### src/rtl/inv_cipher_iter_if.sv
// Block handshake bundle for the iterative AES inverse cipher: ciphertext and
// key schedule in, plaintext out, each direction with its own ready/valid pair.
interface inv_cipher_iter_if #(
   parameter int Nr = 10
);
   logic [127:0]            in;
   logic [128*(Nr+1)-1:0]   word;
   logic                    in_valid;
   logic                    in_ready;
   logic [127:0]            out;
   logic                    out_valid;
   logic                    out_ready;

   modport master (
      output in, word, in_valid, out_ready,
      input  in_ready, out, out_valid
   );

   modport slave (
      input  in, word, in_valid, out_ready,
      output in_ready, out, out_valid
   );
endinterface

### src/rtl/inv_cipher_iter.sv
// Iterative AES inverse cipher: one decryption round per clock through a single
// shared InvShiftRows/InvSubBytes/AddRoundKey/InvMixColumns datapath.

module inv_sbox (
   input  logic [7:0] a,
   output logic [7:0] y
);
   localparam logic [7:0] InvTable [256] = '{
      8'h52, 8'h09, 8'h6a, 8'hd5, 8'h30, 8'h36, 8'ha5, 8'h38, 8'hbf, 8'h40, 8'ha3, 8'h9e, 8'h81, 8'hf3, 8'hd7, 8'hfb,
      8'h7c, 8'he3, 8'h39, 8'h82, 8'h9b, 8'h2f, 8'hff, 8'h87, 8'h34, 8'h8e, 8'h43, 8'h44, 8'hc4, 8'hde, 8'he9, 8'hcb,
      8'h54, 8'h7b, 8'h94, 8'h32, 8'ha6, 8'hc2, 8'h23, 8'h3d, 8'hee, 8'h4c, 8'h95, 8'h0b, 8'h42, 8'hfa, 8'hc3, 8'h4e,
      8'h08, 8'h2e, 8'ha1, 8'h66, 8'h28, 8'hd9, 8'h24, 8'hb2, 8'h76, 8'h5b, 8'ha2, 8'h49, 8'h6d, 8'h8b, 8'hd1, 8'h25,
      8'h72, 8'hf8, 8'hf6, 8'h64, 8'h86, 8'h68, 8'h98, 8'h16, 8'hd4, 8'ha4, 8'h5c, 8'hcc, 8'h5d, 8'h65, 8'hb6, 8'h92,
      8'h6c, 8'h70, 8'h48, 8'h50, 8'hfd, 8'hed, 8'hb9, 8'hda, 8'h5e, 8'h15, 8'h46, 8'h57, 8'ha7, 8'h8d, 8'h9d, 8'h84,
      8'h90, 8'hd8, 8'hab, 8'h00, 8'h8c, 8'hbc, 8'hd3, 8'h0a, 8'hf7, 8'he4, 8'h58, 8'h05, 8'hb8, 8'hb3, 8'h45, 8'h06,
      8'hd0, 8'h2c, 8'h1e, 8'h8f, 8'hca, 8'h3f, 8'h0f, 8'h02, 8'hc1, 8'haf, 8'hbd, 8'h03, 8'h01, 8'h13, 8'h8a, 8'h6b,
      8'h3a, 8'h91, 8'h11, 8'h41, 8'h4f, 8'h67, 8'hdc, 8'hea, 8'h97, 8'hf2, 8'hcf, 8'hce, 8'hf0, 8'hb4, 8'he6, 8'h73,
      8'h96, 8'hac, 8'h74, 8'h22, 8'he7, 8'had, 8'h35, 8'h85, 8'he2, 8'hf9, 8'h37, 8'he8, 8'h1c, 8'h75, 8'hdf, 8'h6e,
      8'h47, 8'hf1, 8'h1a, 8'h71, 8'h1d, 8'h29, 8'hc5, 8'h89, 8'h6f, 8'hb7, 8'h62, 8'h0e, 8'haa, 8'h18, 8'hbe, 8'h1b,
      8'hfc, 8'h56, 8'h3e, 8'h4b, 8'hc6, 8'hd2, 8'h79, 8'h20, 8'h9a, 8'hdb, 8'hc0, 8'hfe, 8'h78, 8'hcd, 8'h5a, 8'hf4,
      8'h1f, 8'hdd, 8'ha8, 8'h33, 8'h88, 8'h07, 8'hc7, 8'h31, 8'hb1, 8'h12, 8'h10, 8'h59, 8'h27, 8'h80, 8'hec, 8'h5f,
      8'h60, 8'h51, 8'h7f, 8'ha9, 8'h19, 8'hb5, 8'h4a, 8'h0d, 8'h2d, 8'he5, 8'h7a, 8'h9f, 8'h93, 8'hc9, 8'h9c, 8'hef,
      8'ha0, 8'he0, 8'h3b, 8'h4d, 8'hae, 8'h2a, 8'hf5, 8'hb0, 8'hc8, 8'heb, 8'hbb, 8'h3c, 8'h83, 8'h53, 8'h99, 8'h61,
      8'h17, 8'h2b, 8'h04, 8'h7e, 8'hba, 8'h77, 8'hd6, 8'h26, 8'he1, 8'h69, 8'h14, 8'h63, 8'h55, 8'h21, 8'h0c, 8'h7d
   };

   assign y = InvTable[a];
endmodule

module inv_mix_col (
   input  logic [31:0] col,
   output logic [31:0] res
);
   // Multiply by x in GF(2^8) modulo x^8+x^4+x^3+x+1.
   function automatic logic [7:0] xt(input logic [7:0] b);
      return {b[6:0], 1'b0} ^ (b[7] ? 8'h1b : 8'h00);
   endfunction

   function automatic logic [7:0] mul9(input logic [7:0] b);
      return xt(xt(xt(b))) ^ b;
   endfunction

   function automatic logic [7:0] mulB(input logic [7:0] b);
      return xt(xt(xt(b))) ^ xt(b) ^ b;
   endfunction

   function automatic logic [7:0] mulD(input logic [7:0] b);
      return xt(xt(xt(b))) ^ xt(xt(b)) ^ b;
   endfunction

   function automatic logic [7:0] mulE(input logic [7:0] b);
      return xt(xt(xt(b))) ^ xt(xt(b)) ^ xt(b);
   endfunction

   logic [7:0] a0, a1, a2, a3;
   assign {a0, a1, a2, a3} = col;

   assign res[31:24] = mulE(a0) ^ mulB(a1) ^ mulD(a2) ^ mul9(a3);
   assign res[23:16] = mul9(a0) ^ mulE(a1) ^ mulB(a2) ^ mulD(a3);
   assign res[15:8]  = mulD(a0) ^ mul9(a1) ^ mulE(a2) ^ mulB(a3);
   assign res[7:0]   = mulB(a0) ^ mulD(a1) ^ mul9(a2) ^ mulE(a3);
endmodule

module inv_cipher_iter #(
   parameter int Nk = 4,
   parameter int Nr = 10
) (
   input  logic            clk,
   input  logic            rst,
   inv_cipher_iter_if.slave bus
);
   typedef enum logic [1:0] {IDLE = 2'd0, ROUND = 2'd1, DONE = 2'd2} fsmState;

   // An unsupported key-length/round-count pairing never accepts a block.
   localparam bit CfgLegal = (Nk == 4 && Nr == 10) || (Nk == 6 && Nr == 12) ||
                             (Nk == 8 && Nr == 14);

   fsmState      fsmReg, fsmNext;
   logic [127:0] stateReg, stateNext;
   logic [127:0] outReg, outNext;
   logic         outValidReg, outValidNext;
   logic [3:0]   rcReg, rcNext;

   logic [127:0] roundKey [Nr+1];
   logic [127:0] subOut, arkOut, mixOut;

   genvar gi;
   generate
      for (gi = 0; gi <= Nr; gi++) begin : gKey
         assign roundKey[gi] = bus.word[128*(Nr+1)-1-128*gi -: 128];
      end

      // InvShiftRows is pure wiring: output byte (row, col) takes input (row, col-row).
      for (gi = 0; gi < 16; gi++) begin : gSub
         localparam int Row = gi % 4;
         localparam int Col = gi / 4;
         localparam int Src = 4 * ((Col + 4 - Row) % 4) + Row;
         inv_sbox uSbox (
            .a (stateReg[127-8*Src -: 8]),
            .y (subOut[127-8*gi -: 8])
         );
      end

      for (gi = 0; gi < 4; gi++) begin : gMix
         inv_mix_col uMix (
            .col (arkOut[127-32*gi -: 32]),
            .res (mixOut[127-32*gi -: 32])
         );
      end
   endgenerate

   assign arkOut = subOut ^ roundKey[rcReg];

   always_ff @(posedge clk or posedge rst) begin
      if (rst) begin
         fsmReg      <= IDLE;
         stateReg    <= '0;
         outReg      <= '0;
         outValidReg <= 1'b0;
         rcReg       <= '0;
      end else begin
         fsmReg      <= fsmNext;
         stateReg    <= stateNext;
         outReg      <= outNext;
         outValidReg <= outValidNext;
         rcReg       <= rcNext;
      end
   end

   always_comb begin
      fsmNext      = fsmReg;
      stateNext    = stateReg;
      outNext      = outReg;
      outValidNext = outValidReg;
      rcNext       = rcReg;
      case (fsmReg)
         IDLE: begin
            if (bus.in_valid && CfgLegal) begin
               stateNext = bus.in ^ roundKey[Nr];
               rcNext    = 4'(Nr - 1);
               fsmNext   = ROUND;
            end
         end
         ROUND: begin
            // The last round skips InvMixColumns and lands straight in the output register.
            if (rcReg != 4'd0) begin
               stateNext = mixOut;
               rcNext    = rcReg - 4'd1;
            end else begin
               outNext      = arkOut;
               outValidNext = 1'b1;
               fsmNext      = DONE;
            end
         end
         DONE: begin
            if (bus.out_ready) begin
               outValidNext = 1'b0;
               fsmNext      = IDLE;
            end
         end
         default: fsmNext = IDLE;
      endcase
   end

   assign bus.in_ready  = CfgLegal && (fsmReg == IDLE);
   assign bus.out       = outReg;
   assign bus.out_valid = outValidReg;
endmodule

### src/flat_wrapper.sv
// flat-port wrapper written by rule: the top's interface ports become plain ports
module inv_cipher_iter_flat 
#(
   parameter int Nk = 4,
   parameter int Nr = 10
)
  (clk, rst, bus_in, bus_word, bus_in_valid, bus_out_ready, bus_in_ready, bus_out, bus_out_valid);
  inv_cipher_iter_if #(.Nr(Nr)) bus_i ();
  input  logic clk;
  input  logic rst;
  input wire logic [$bits(bus_i.in)-1:0] bus_in;
  input wire logic [$bits(bus_i.word)-1:0] bus_word;
  input wire logic [$bits(bus_i.in_valid)-1:0] bus_in_valid;
  input wire logic [$bits(bus_i.out_ready)-1:0] bus_out_ready;
  output wire logic [$bits(bus_i.in_ready)-1:0] bus_in_ready;
  output wire logic [$bits(bus_i.out)-1:0] bus_out;
  output wire logic [$bits(bus_i.out_valid)-1:0] bus_out_valid;
  assign bus_i.in = bus_in;
  assign bus_i.word = bus_word;
  assign bus_i.in_valid = bus_in_valid;
  assign bus_i.out_ready = bus_out_ready;
  assign bus_in_ready = bus_i.in_ready;
  assign bus_out = bus_i.out;
  assign bus_out_valid = bus_i.out_valid;
  inv_cipher_iter #(.Nk(Nk), .Nr(Nr)) u_core (.clk(clk), .rst(rst), .bus(bus_i));
endmodule
### config.mk
export PLATFORM = sky130hd
export DESIGN_NAME = inv_cipher_iter_flat
export DESIGN_NICKNAME = d
export VERILOG_FILES = /design/src/rtl/inv_cipher_iter_if.sv /design/src/rtl/inv_cipher_iter.sv /design/src/flat_wrapper.sv
export SDC_FILE = /design/constraint.sdc
export NUM_CORES = 2
export LEC_CHECK = 0
export BUFFER_PORTS_ARGS = -buffer_cell sky130_fd_sc_hd__buf_2
export CELL_PAD_IN_SITES_DETAIL_PLACEMENT = 0
export CELL_PAD_IN_SITES_GLOBAL_PLACEMENT = 1
export CORE_AREA = 4 4 657 659
export CTS_CLUSTER_DIAMETER = 100
export DETAILED_ROUTE_END_ITERATION = 12
export DIE_AREA = 0 0 661 663
export PLACE_DENSITY_LB_ADDON = 0.05
export SLEW_MARGIN = 20
export SYNTH_ARGS = -nofsm -noshare
export SYNTH_HDL_FRONTEND = slang
export SYNTH_SLANG_ARGS = --single-unit
### constraint.sdc
create_clock -name clk -period 10 [get_ports clk]
set_input_delay 1 -clock clk [delete_from_list [all_inputs] [get_ports clk]]
set_output_delay 1 -clock clk [all_outputs]
set_load 0.01 [all_outputs]
**After elaboration in Yosys (flattened, before gate mapping)**

Memory sizes are Yosys's and may differ from the RTL's.
Cells that the tools add are included.

- $add $sub $neg: 1
- Order comparisons: 17
- Eq/ne operators: 6
- Multiplexer cells: 96
- Bitwise logic cells: 212
- Reduce and logical (&&, ||, !) cells: 8

Operators by type and width:

| cell | number |
|---|---|
| $xor A8 B8 Y8 | 153 |
| $bmux W128 S4 | 1 |
| $mux W128 | 4 |
| $xor A8 B5 Y8 | 39 |
| $mux W8 | 32 |
| $pmux W128 S2 | 1 |
| $xor A128 B128 Y128 | 2 |
| $mux W5 | 48 |
| $ge A9 B9 Y1 const B | 16 |
| $not A8 Y9 | 16 |
| $reduce_and A3 Y1 | 3 |
| $mux W4 | 2 |
| $pmux W4 S2 | 1 |
| $mux W2 | 3 |
| $ne A2 B2 Y1 const B | 3 |
| $pmux W2 S3 | 1 |
| $ge A5 B5 Y1 const B | 1 |
| $not A4 Y5 | 1 |
| $reduce_bool A2 Y1 | 2 |
| $reduce_bool A4 Y1 | 1 |
| $sub A4 B1 Y4 const B | 1 |
| $eq A2 B1 Y1 const B | 1 |
| $eq A2 B2 Y1 const B | 1 |
| $logic_not A2 Y1 | 1 |
| 5 further kinds | 6 |

- Register bits after elaboration: 263
- Memory bits (read-only): 32768
- Bits of input ports: 1540
- Output and inout port bits: 130
- Word-level logic and storage cells: 361
- Memories: 16

Memories:

| name | depth | bits a word | read ports | clocked after memory_dff | wr ports | line | source |
|---|---|---|---|---|---|---|---|
| (no name shown) | 256 | 8 | 1 | 0 | 0 | inv_cipher_iter.sv:27 | `assign y = InvTable[a];` |
| (no name shown) | 256 | 8 | 1 | 0 | 0 | inv_cipher_iter.sv:27 |  |
| (no name shown) | 256 | 8 | 1 | 0 | 0 | inv_cipher_iter.sv:27 |  |
| (no name shown) | 256 | 8 | 1 | 0 | 0 | inv_cipher_iter.sv:27 |  |
| (no name shown) | 256 | 8 | 1 | 0 | 0 | inv_cipher_iter.sv:27 |  |
| (no name shown) | 256 | 8 | 1 | 0 | 0 | inv_cipher_iter.sv:27 |  |
| +10 memories | - | - | - | - | - | - |  |

**Longest topological paths before layout**

- Depth after elaboration: 18
- Gate-level depth with buffers: 20
- Depth with buffers taken out: 16

**By module**

Synthesis repeated with hierarchy kept, for this count alone.

- Cell total of the unflattened synthesis: 12749
- Area, all modules: 91428.9 sq um

Modules (own cells, without submodules):

| module | instances | cells an instance | area each (sq um) | seq. area each (sq um) |
|---|---|---|---|---|
| inv_sbox at u_core.gSub[10].uSbox ... | 15 | 545 | 3368.2 | 0.0 |
| inv_cipher_iter | 1 | 3156 | 27774.1 | 6581.3 |
| inv_mix_col | 4 | 213 | 2391.0 | 0.0 |
| inv_sbox at u_core.gSub[0].uSbox | 1 | 566 | 3567.2 | 0.0 |

**Worst setup path after synthesis**

No wires, ideal clock.

- Kind: register to register
- Start: register u_core.stateReg[33]
- End: register u_core.stateReg[70]
- Library setup time: 0.135 ns
- Arrival time: 4.988 ns
- Required time: 9.865 ns
- Path slack: 4.876 ns
- Cell stages (with the launch flop): 17
- Buffers on the path: 3
- Period minus slack after synthesis: 5.124 ns
- Path through: dfrtp_1 -> clkbuf_1 -> clkbuf_1 -> inv_1 -> ha_1 -> clkbuf_1 -> mux4_2 -> a21o_1 -> mux4_2 -> o211ai_1 -> xor2_1 -> xor3_1 -> xnor2_1 -> xnor3_1 -> xor2_1 -> nor2_1 -> o22ai_1

- Cells in the longest elaborated chain, start to end: 14

Ends and longest elaborated chain:

| element | line | source |
|---|---|---|
| start, declared | inv_cipher_iter.sv:79 | `logic [127:0] stateReg, stateNext;` |
| start signal, assigned | inv_cipher_iter.sv:123 | `stateReg <= stateNext;` |
| $not A8 Y9 (not written as such) (*) | inv_cipher_iter.sv:27 |  |
| $mem_v2 Z256 W8 (*) | - |  |
| $mux W8 (not written as such) (*) (2 in series) | inv_cipher_iter.sv:27 |  |
| $xor A128 B128 Y128 (*) | inv_cipher_iter.sv:112 | `assign arkOut = subOut ^ roundKey[rcReg];` |
| $mux W5 | inv_cipher_iter.sv:36 | `return {b[6:0], 1'b0} ^ (b[7] ? 8'h1b : 8'h00);` |
| $xor A8 B5 Y8 (*) | inv_cipher_iter.sv:36 |  |
| $xor A8 B5 Y8 | inv_cipher_iter.sv:36 |  |
| $xor A8 B8 Y8 | inv_cipher_iter.sv:36 |  |
| $xor A8 B8 Y8 | inv_cipher_iter.sv:52 | `return xt(xt(xt(b))) ^ xt(xt(b)) ^ xt(b);` |
| $xor A8 B8 Y8 (*) | inv_cipher_iter.sv:52 |  |
| $xor A8 B8 Y8 (*) | inv_cipher_iter.sv:61 | `assign res[7:0] = mulB(a0) ^ mulD(a1) ^ mul9(a2) ^ mulE(a3);` |
| $mux W128 (*) | inv_cipher_iter.sv:146 | `if (rcReg != 4'd0) begin` |
| $pmux W128 S2 (*) | inv_cipher_iter.sv:136 | `case (fsmReg)` |

Mark *: on every way between the ends. The rest lies on a longest branch, timed or not. The select of a mux whose other input is x is not followed.
A chain may end at the register's enable or synchronous reset.

**Final worst setup path**

- Start: register u_core.stateReg[72]
- End: register u_core.stateReg[11]

- Cells in the longest elaborated chain, start to end: 15
- Elaborated cells between the ends (all ways): 17
- Classes of those cells: mux: 7; bitwise: 9; memory: 1

Ends and longest elaborated chain:

| element | line | source |
|---|---|---|
| $not A8 Y9 (not written as such) (*) | inv_cipher_iter.sv:27 |  |
| $mem_v2 Z256 W8 (*) | - |  |
| $mux W8 (not written as such) (*) (2 in series) | inv_cipher_iter.sv:27 |  |
| $xor A128 B128 Y128 (*) | inv_cipher_iter.sv:112 |  |
| $mux W5 / $xor A8 B5 Y8 (equally long branches) | inv_cipher_iter.sv:36 |  |
| $xor A8 B5 Y8 (*) | inv_cipher_iter.sv:36 |  |
| $xor A8 B5 Y8 / $mux W5 (equally long branches) | inv_cipher_iter.sv:36 |  |
| $xor A8 B5 Y8 | inv_cipher_iter.sv:36 |  |
| $xor A8 B8 Y8 | inv_cipher_iter.sv:52 |  |
| $xor A8 B8 Y8 (*) | inv_cipher_iter.sv:52 |  |
| $xor A8 B8 Y8 (*) (2 in series) | inv_cipher_iter.sv:60 | `assign res[15:8] = mulD(a0) ^ mul9(a1) ^ mulE(a2) ^ mulB(a3);` |
| $mux W128 (*) | inv_cipher_iter.sv:146 |  |
| $pmux W128 S2 (*) | inv_cipher_iter.sv:136 |  |

Marked as above.

==> insert_results.sql <==
INSERT INTO impl_metrics (metric_group, metric, value, unit) VALUES
('outcome', 'status', 'completed', ''),
('global_route', 'overall_global_routing_resource_usage', '0.364', ''),
('logic_synthesis', 'ys.flop_type', 'dfrtp_1', ''),
('sta', 'setup_total_negative_slack', '0', 'ps'),
('critical_path', 'worst-endpoint-required', '10490', 'ps'),
('sta', 'maxSlewHeadroom', '0.109', ''),
('routing', 'drt_first_iter_violations', '17100', ''),
('die', 'die_h', '663', 'µm'),
('logic_synthesis', 'count_of_synthesis_stage_warnings_from_yosys', '0', ''),
('flow_run', 'timing.max_cap.violations', '0', ''),
('clocking', 'clock_insertion_delay_worst_skew', '740', 'ps'),
('clocking', 'cell_chosen_for_the_clock_root', 'clkbuf_16', ''),
('critical_path', 'critical_path.startpoint_type', 'flop', ''),
('clocking', 'cts-hold-fix-buffers', '0', ''),
('critical_path', 'cp_data_arrival_time', '8050', 'ps'),
('die', 'die-area', '438000', 'µm²'),
('worst_hold_path', 'hp-class', 'in -> async', ''),
('sta', 'min_period_over_period', '0.755', ''),
('critical_path', 'type_of_element_capturing_the_critical_path', 'flop', ''),
('sta', 'timing_max_transition_violations_final', '0', ''),
('logic_synthesis', 'post_synth_instance_area', '88600', 'µm²'),
('routing', 'route.detailed.drc', '0', ''),
('finish', 'layout_cell_share_with_drive_strength_beyond_1', '0.250', ''),
('placed_design', 'post-dp-hpwl', '675', 'mm'),
('logic_synthesis', 'syn-mean-instance-area', '7.56', 'µm²'),
('logic_synthesis', 'netlist_instances', '11700', ''),
('logic_synthesis', 'postSynthRegisterBits', '263', ''),
('routing', 'route.final.wire_length', '842', 'mm'),
('logic_synthesis', 'synth_enable_flop_cells', '0', ''),
('clocking', 'clock_tree_from_tritoncts', 'yes', ''),
('global_route', 'overflow', '0', ''),
('die', 'design.portCount', '1670', ''),
('sta', 'rsz0062_at_grt', 'no', ''),
('clocking', 'post_cts_buffers', '0', ''),
('routing', 'avgRoutedWirePerCell', '45.4', 'µm'),
('logic_synthesis', 'syn-num-nets', '13600', ''),
('placed_design', 'routabilityCongestion', '1.02', ''),
('critical_path', 'timing_worst_setup_path_type', 'reg -> reg', ''),
('global_route', 'number_of_global_route_vias_before_repair', '107000', ''),
('global_route', 'antenna_violations_before_repair', '293', ''),
('sta', 'max_clk_rate', '132', 'MHz'),
('routing', 'drtPass1Iterations', '8', ''),
('die', 'num_rows', '240', ''),
('finish', 'layout_common_cells', 'buf_2 (1,669), o21ai_0 (801), nand2_1 (783)', ''),
('sta', 'post_route_minimum_period', '7550', 'ps'),
('clocking', 'htreeDepth', '2', ''),
('placed_design', 'place.port_buffers', '1669', ''),
('sta', 'fin_worst_skew', '66.9', 'ps'),
('clocking', 'cts-buffers-inserted', '52', ''),
('routing', 'viasPerCell', '6.15', ''),
('sta', 'worst-slew-pin-transition', '1330', 'ps'),
('die', 'initial_utilization', '0.208', ''),
('finish', 'syn_to_final_growth', '17.9', '%'),
('sta', 'report.final.hold_viol_count', '0', ''),
('routing', 'final_antenna_net_count', '0', ''),
('logic_synthesis', 'number_of_distinct_library_cells_after_synthesis', '109', ''),
('clocking', 'clock_sinks', '263', ''),
('critical_path', 'crit_path_max_fanout', '26', ''),
('clocking', 'cts.path.max_buffers', '3', ''),
('finish', 'fillerInstances', '47600', ''),
('finish', 'layout.cells.most_common', 'buf_2', ''),
('logic_synthesis', 'synth.yosys.seq_area_share', '0.0743', ''),
('global_route', 'grt_start_max_net_pins', '103', ''),
('logic_synthesis', 'ys_async_sr_fraction', '1.00', ''),
('clocking', 'postCtsResizedCells', '0', ''),
('clocking', 'worst_setup_hold_path_clk_slew', '60', 'ps'),
('die', 'die_width', '661', 'µm'),
('global_route', 'grt_pass1_wl', '1090', 'mm'),
('sta', 'setup_viol', '0', ''),
('die', 'coreArea', '426000', 'µm²'),
('finish', 'number_of_nets_in_the_layout', '14400', ''),
('routing', 'overall_via_count_from_detail_route', '114000', '');
==> path summary, 6_finish.rpt <==
check                                     from                   to  slack [ps]  depth (start not counted)
max                        u_core.stateReg[72]  u_core.stateReg[11]        2450                         16
min                                        rst  u_core.bus.out[106]         350                          2
max reg2reg                u_core.stateReg[72]  u_core.stateReg[11]        2450                         16
min reg2reg                 u_core.bus.out[82]   u_core.bus.out[82]         480                          2
max in group asynchronous                  rst  u_core.stateReg[35]        7170                          4
min in group clk            u_core.bus.out[82]   u_core.bus.out[82]         480                          2
==> per-layer routing <==
metal	share of wire	track usage
met1	0.41	0.479
met4	0.063	0.189
met5	0.00074	0
met3	0.087	0.0758
met2	0.44	0.558
==> cell type report <==
cell class / count / area [µm²] / share of cell area
antenna: 268 / 671 / 0.00643
clock buffer: 67 / 1420 / 0.0136
clock inverter: 31 / 478 / 0.00458
inverter: 207 / 805 / 0.00771
multi-input combinational: 9896 / 75400 / 0.722
sequential: 263 / 6730 / 0.0645
tap: 5687 / 7120 / 0.0682
timing repair buffer: 2113 / 11800 / 0.113
==> worst max-delay path: stages (launching register included) <==
cell       delay [ps]
dfrtp_1          1070
inv_1             610
ha_1              460
buf_4             310
inv_1             180
mux4_2            490
a2111oi_1         590
o41ai_1           230
a31oi_2           310
xor2_2            100
buf_4             220
xnor2_1           470
xor3_1            530
xor2_1            310
xnor2_2           180
xnor2_1           990
a221oi_1          200
==> logic make-up after synthesis <==
| family | Yosys count | share of synthesized area |
|---|---|---|
| AOI/OAI and AO/OA | 4038 | 0.319 |
| and+or+nand+nor | 3705 | 0.212 |
| muxes | 776 | 0.146 |
| DFF | 263 | 0.0743 |
| adders and majority gates | 339 | 0.0482 |
| buffers and inverters | 1549 | 0.0773 |
| xor gates and xnor gates | 1038 | 0.122 |
==> synth_stat cells, types with 263 or more instances <==
cell type  count  share of area
xor2_1       329          0.033
dfrtp_1      263          0.074
nand2b_1     377          0.027
xnor2_1      568          0.056
nor3_1       467          0.026
ha_1         336          0.047
nor2b_1      352          0.025
buf_2        441          0.025
clkbuf_1     699          0.030
nor2_1       753          0.032
o21ai_0      811          0.046
nand2_1      786          0.033
nand3_1      269          0.015
mux4_2       394           0.10
a21oi_1      718          0.041
==> state kept, by name (all words and copies together) (netlist names) <==
name / flops
u_core.fsmReg: 2
u_core.stateReg: 128
u_core.bus.out_valid: 1
u_core.bus.out: 128
u_core.rcReg: 4
==> stage by stage <==
stage | hold WS, ps | cell area, µm² | setup slack (ps) | instances | utilization
6_report | 350 | 104000 | 2450 | 18500 | 0.245
4_1_cts | 368 | 104000 | 2660 | 18300 | 0.243
3_5_place_dp | 470 | 102000 | 2770 | 18200 | 0.239
5_1_grt | 397 | 104000 | 2460 | 18400 | 0.244
2_1_floorplan | 511 | 88600 | 1760 | 11700 | -
3_3_place_gp | 468 | 102000 | 2810 | 18200 | 0.239
Power is left out: the tool's default activity adds up to more than one toggle a clock period on the data nets, which glitch-free logic cannot reach.
